===== src/rtl/pcs_am_pkg.sv =====
// -----------------------------------------------------------------------------
// pcs_am_pkg
// Shared constants and helpers for the PCS alignment-marker inserter:
//   - LANE_MARKERS : 20-entry lane-marker table (M0, M1, M2 per lane)
//   - SYNC_CTRL / SYNC_DATA : 66b sync header codes
//   - bip3_parity() : 8-bit BIP3 contribution of one 66b block
//   - am_payload()  : 64b marker payload from a lane marker and its BIP3
// -----------------------------------------------------------------------------
package pcs_am_pkg;

  localparam int LANE_MAX = 20;

  localparam logic [1:0] SYNC_CTRL = 2'b10;
  localparam logic [1:0] SYNC_DATA = 2'b01;

  typedef struct packed {
    logic [7:0] m0;
    logic [7:0] m1;
    logic [7:0] m2;
  } lane_marker_t;

  // Lanes 0..3 carry the 40GBASE-R markers so a 4-lane build is a native 40G
  // PCS; lanes 4..19 carry the 100GBASE-R markers for the wide build.
  localparam lane_marker_t LANE_MARKERS [LANE_MAX] = '{
    '{8'h90, 8'h76, 8'h47}, '{8'hF0, 8'hC4, 8'hE6},
    '{8'hC5, 8'h65, 8'h9B}, '{8'hA2, 8'h79, 8'h3D},
    '{8'hF5, 8'h07, 8'h09}, '{8'hDD, 8'h14, 8'hC2},
    '{8'h9A, 8'h4A, 8'h26}, '{8'h7B, 8'h45, 8'h66},
    '{8'hA0, 8'h24, 8'h76}, '{8'h68, 8'hC9, 8'hFB},
    '{8'hFD, 8'h6C, 8'h99}, '{8'hB9, 8'h91, 8'h55},
    '{8'h5C, 8'hB9, 8'hB2}, '{8'h1A, 8'hF8, 8'hBD},
    '{8'h83, 8'hC7, 8'hCA}, '{8'h35, 8'h36, 8'hCD},
    '{8'hC4, 8'h31, 8'h4C}, '{8'hAD, 8'hD6, 8'hB7},
    '{8'h5F, 8'h66, 8'h2A}, '{8'hC0, 8'hF0, 8'hE5}
  };

  // 66b bit j (j=0 is head[0], the first header bit on the wire) lands in
  // parity bit 3 for j=0, bit 4 for j=1, and bit (j-2) mod 8 for payload bits,
  // so the payload reduces to an XOR of its eight octets.
  function automatic logic [7:0] bip3_parity(input logic [1:0]  head,
                                             input logic [63:0] data);
    logic [7:0] p;
    p = 8'h00;
    for (int o = 0; o < 8; o++) p ^= data[8*o +: 8];
    p[3] ^= head[0];
    p[4] ^= head[1];
    return p;
  endfunction

  // Octet 0 sits in bits [7:0]: M0 M1 M2 BIP3 ~M0 ~M1 ~M2 ~BIP3.
  function automatic logic [63:0] am_payload(input lane_marker_t m,
                                             input logic [7:0]   bip3);
    return {~bip3, ~m.m2, ~m.m1, ~m.m0, bip3, m.m2, m.m1, m.m0};
  endfunction

endpackage


===== src/rtl/pcs_am_bip.sv =====
// -----------------------------------------------------------------------------
// pcs_am_bip
// Per-lane BIP3 accumulator. Only compiled when PCS_AM_BIP_EN is defined.
// Ports:
//   clk, nreset : clock, asynchronous active-low reset
//   i_reload    : this cycle's output block is a marker (reload accumulator)
//   i_head      : 2b sync header of the block being output this cycle
//   i_data      : 64b payload of the block being output this cycle
//   o_bip3      : running parity since (and including) the previous marker
// -----------------------------------------------------------------------------
`ifdef PCS_AM_BIP_EN
module pcs_am_bip
  import pcs_am_pkg::*;
(
  input  logic        clk,
  input  logic        nreset,
  input  logic        i_reload,
  input  logic [1:0]  i_head,
  input  logic [63:0] i_data,
  output logic [7:0]  o_bip3
);

  logic [7:0] r_acc;
  logic [7:0] w_par;

  assign w_par = bip3_parity(i_head, i_data);

  // A marker restarts the window with its own parity; the BIP3 it carries was
  // taken from r_acc before this edge, so there is no combinational loop.
  always_ff @(posedge clk or negedge nreset) begin
    if (!nreset)       r_acc <= 8'h00;
    else if (i_reload) r_acc <= w_par;
    else               r_acc <= r_acc ^ w_par;
  end

  assign o_bip3 = r_acc;

endmodule
`endif


===== src/rtl/pcs_am_insert.sv =====
// -----------------------------------------------------------------------------
// pcs_am_insert
// Multi-lane alignment-marker inserter between the 64b/66b encoder and the
// PMA gearbox. Every AM_PERIOD data blocks the encoder is stalled for one
// cycle and a marker is emitted on all lanes in the same cycle.
// Optional feature macro: PCS_AM_BIP_EN (per-lane BIP3/BIP7 accumulators);
// when undefined, markers carry BIP3=8'h00 / BIP7=8'hFF.
// Parameters:
//   LANE_N    : number of lanes, 1..20
//   AM_PERIOD : data blocks per lane between markers, >= 2
// Ports:
//   clk, nreset : clock, asynchronous active-low reset
//   head_i      : per-lane sync header, lane x at [2x+1:2x]
//   data_i      : per-lane payload, lane x at [64x+63:64x]
//   ready_o     : inputs consumed this cycle when high
//   head_o      : per-lane sync header to the gearbox (registered)
//   data_o      : per-lane payload to the gearbox (registered)
//   am_v_o      : current output cycle is a marker on all lanes
// -----------------------------------------------------------------------------
module pcs_am_insert
  import pcs_am_pkg::*;
#(
  parameter int LANE_N    = 4,
  parameter int AM_PERIOD = 16383
) (
  input  logic                  clk,
  input  logic                  nreset,
  input  logic [2*LANE_N-1:0]   head_i,
  input  logic [64*LANE_N-1:0]  data_i,
  output logic                  ready_o,
  output logic [2*LANE_N-1:0]   head_o,
  output logic [64*LANE_N-1:0]  data_o,
  output logic                  am_v_o
);

  localparam int CNT_W = $clog2(AM_PERIOD + 1);

  logic [CNT_W-1:0]      r_cnt;
  logic                  w_am;
  logic [2*LANE_N-1:0]   w_head_nxt;
  logic [64*LANE_N-1:0]  w_data_nxt;
  logic [8*LANE_N-1:0]   w_bip3;
  logic [2*LANE_N-1:0]   r_head;
  logic [64*LANE_N-1:0]  r_data;
  logic                  r_am_v;

  // Marker slot is cnt==0; ready is decoded purely from the register so the
  // encoder stall has no combinational path from the inputs.
  assign w_am    = (r_cnt == '0);
  assign ready_o = ~w_am;

  // NOTE: sequential state uses non-blocking assignments so every flop samples
  // pre-edge values regardless of block ordering in simulation.
  always_ff @(posedge clk or negedge nreset) begin
    if (!nreset)                          r_cnt <= '0;
    else if (r_cnt == CNT_W'(AM_PERIOD))  r_cnt <= '0;
    else                                  r_cnt <= r_cnt + CNT_W'(1);
  end

  for (genvar g = 0; g < LANE_N; g++) begin : g_lane
`ifdef PCS_AM_BIP_EN
    pcs_am_bip u_bip (
      .clk      (clk),
      .nreset   (nreset),
      .i_reload (w_am),
      .i_head   (w_head_nxt[2*g +: 2]),
      .i_data   (w_data_nxt[64*g +: 64]),
      .o_bip3   (w_bip3[8*g +: 8])
    );
`else
    assign w_bip3[8*g +: 8] = 8'h00;
`endif

    assign w_head_nxt[2*g +: 2]   = w_am ? SYNC_CTRL : head_i[2*g +: 2];
    assign w_data_nxt[64*g +: 64] = w_am ? am_payload(LANE_MARKERS[g], w_bip3[8*g +: 8])
                                         : data_i[64*g +: 64];
  end

  // NOTE: the output datapath registers are reset too, because the gearbox
  // must see all-zero outputs and am_v_o=0 while nreset is low.
  always_ff @(posedge clk or negedge nreset) begin
    if (!nreset) begin
      r_head <= '0;
      r_data <= '0;
      r_am_v <= 1'b0;
    end else begin
      r_head <= w_head_nxt;
      r_data <= w_data_nxt;
      r_am_v <= w_am;
    end
  end

  assign head_o = r_head;
  assign data_o = r_data;
  assign am_v_o = r_am_v;

endmodule


===== config.mk =====
export PLATFORM = sky130hd
export DESIGN_NAME = pcs_am_insert
export DESIGN_NICKNAME = d
export VERILOG_FILES = /design/src/rtl/pcs_am_pkg.sv /design/src/rtl/pcs_am_bip.sv /design/src/rtl/pcs_am_insert.sv
export SDC_FILE = /design/constraint.sdc
export NUM_CORES = 1
export LEC_CHECK = 0
export ABC_AREA = 1
export CAP_MARGIN = 20
export CORE_AREA = 2 2 208 210
export DETAILED_ROUTE_END_ITERATION = 7
export DIE_AREA = 0 0 210 212
export MAX_ROUTING_LAYER = met4
export PLACE_DENSITY = 0.54
export REMOVE_ABC_BUFFERS = 1
export SYNTH_ARGS = -nofsm -noshare
export SYNTH_HDL_FRONTEND = slang
export SYNTH_SLANG_ARGS = --single-unit

===== constraint.sdc =====
create_clock -name clk -period 1.8 [get_ports clk]
set_input_delay 0.54 -clock clk [delete_from_list [all_inputs] [get_ports clk]]
set_output_delay 0.54 -clock clk [all_outputs]
set_load 0.1 [all_outputs]

==> metrics.txt <==
worst hold path type in2reg; WS Path Type reg2out; design area between 15,000 and 20,000 um2; leading area contributor after synthesis dfrtp_1; RSZ-0062 raised after global routing true; gr ovfl total 0; DRC 0; clock sink count 279; final period utilization 1.16; Placed Area about 18,000 um2; clk_skew 0.0286 ns; Ports 532; largest net degree at the start of global routing 69; layout cells sized above 1 0.240; final hold slack about 0.52 ns; Slew @ Worst Pin 0.456 ns; Placed Cells 2,004; final net count 1,775; Final WS setup -0.291 ns; Leak about 10 nW; total iterations of the first detailed-routing run 4; GR Util All Layers 0.143; die area 44,500 um2; Total Wirelength 31,800 um; Req. time, crit path approximately 1.3 ns; final setup vio count 1; initial core utilization 0.225; Yosys reg bits 279; most common cell after layout, fill and taps aside inv_1; initial antenna violation count 2; clock period minus worst slack 2.09 ns; syn avg cell area 10.3 um2; Fin. Hold Viols 0; first-pass GRT wire length 46,600 um; Area growth syn-to-layout 106%; I/O Buffers around 530; number of global-route vias before repair between 8,000 and 9,000; Detail Route Antenna Nets 0; Vias/cell between 3 and 4; Synth top area share 0.731; vias post-DR 7,687; Initial DRC Count 212; cell area after synthesis 9550 um2; Die X-Extent 210 um; cts bufs inserted 34; Warnings, synthesis 0; Pwr Density 921 nW/um2; crit path capture type output port; register-to-register setup slack 0.08 ns; Max-slew headroom 0.695; Post-Syn Instances 929; clk buf depth 3; core area between 40,000 and 50,000 um2; Final Max Slew Viols 0; failing checks setup timing; worst skew pair latency 0.54 ns; clock root buffer clkbuf_16; DR WL/cell 15.4 um; outcome complete, but fails checks; Data arrival, critical path 1.55 ns; clock transition at the registers of the reported paths 0.06 ns; TritonCTS clock tree built; Final GP Congestion 0.824; Max-Cap Viols 0; CP Launch Type flop; most frequent cells in the layout 280 x inv_1, 279 x dfrtp_1, 271 x buf_12, 264 x clkdlybuf4s50_1, 157 x nor2_1; Die Ht 212 um; Power, Total 18.1 mW; DP HPWL 24,500 um; post-synthesis sequential area ratio 0.731; Max rail drop VDD about 0.75 mV; setup TNS -0.291 ns; Yosys cell types 19; Max FO, Critical Path 2; Synth area leaders dfrtp_1 73%, inv_1 11%, nor2_1 6.3%; H-tree depth 2; Finished Layout Cells 2,074; Std-Cell Rows 76; f_max 0.478 GHz
[report_power, final]
part	leakage [nW]	internal, mW	switching [mW]	total, mW
logic	6.23	1.81	2.84	4.65
registers	3.27	6.58	0.256	6.84
clock network	0.535	3.97	2.66	6.62
[worst paths after layout]
kind | start | to | depth (start not counted)
max | r_cnt[0] | ready_o | 6
min | data_i[147] | data_o[147] | 3
max reg2reg | r_cnt[0] | head_o[4] | 10
min reg2reg | r_cnt[13] | r_cnt[13] | 2
max in group asynchronous | nreset | data_o[214] | 3
min in group asynchronous | nreset | data_o[154] | 2
[state kept, by name, indices dropped and copies added, names as in the netlist]
register and cells:
data_o 256, head_o 8, r_cnt 14, am_v_o 1
[kinds of logic after synthesis]
kind of cell | Yosys count | share of synthesized area
buffers and inverters | 311 | 0.127
xor gates and xnor gates | 6 | 0.00550
AOI/OAI and AO/OA | 1 | 0.000524
and+or+nand+nor | 330 | 0.133
adders and majority gates | 2 | 0.00262
DFF | 279 | 0.731
[Yosys cell counts (all sizes together)]
cell type,instances
nand3b,1
nand2,157
clkbuf,3
nand4,3
clkinv,1
inv,282
buf,25
xor2,6
nor3,3
nand3,6
a21oi,1
nor2,160
ha,2
dfrtp,279
[worst max-delay path: stages, from the launching register on]
cell and delay [ns]:
dfrtp_1 0.39, inv_2 0.06, ha_2 0.16, nand2_2 0.06, nor2_4 0.12, nand2_4 0.07, buf_12 0.16
[per-layer routing]
layer,GRT usage,vias to the layer above,routed length (um)
met2,0.237,346,15900
met1,0.155,3588,11900
met3,0.0643,55,3200
met5,-,-,0
li1,-,3698,-
met4,0.0443,0,805
[layout make-up]
class                           instances  area, um2
Antenna cell                            2       5.00
Clock buffer                           42        931
Clock inverter                         13        145
Fill cell                            3833      22800
Inverter                              283       1070
Multi-Input combinational cell        339       1390
Sequential cell                       279       6980
Tap cell                              546        683
Timing Repair Buffer                  570       8460
[stage by stage]
stage | setup WS (ns) | util
finish | -0.291 | 0.463
global route | -0.377 | 0.463
CTS | -0.348 | 0.459
detailed placement | 0.129 | 0.432
global placement | 0.110 | 0.432
floorplan | -2.09 | -
[timing repair]
action,in CTS,in global routing
gates cloned,0,3
hold buffers,1,0
hold endpoints to repair,22,0
buffers inserted,5,4
gates resized for setup,2,16
setup endpoints to repair,1,30
pin swaps,4,5
No activity file was read; power rests on OpenSTA's default activity.
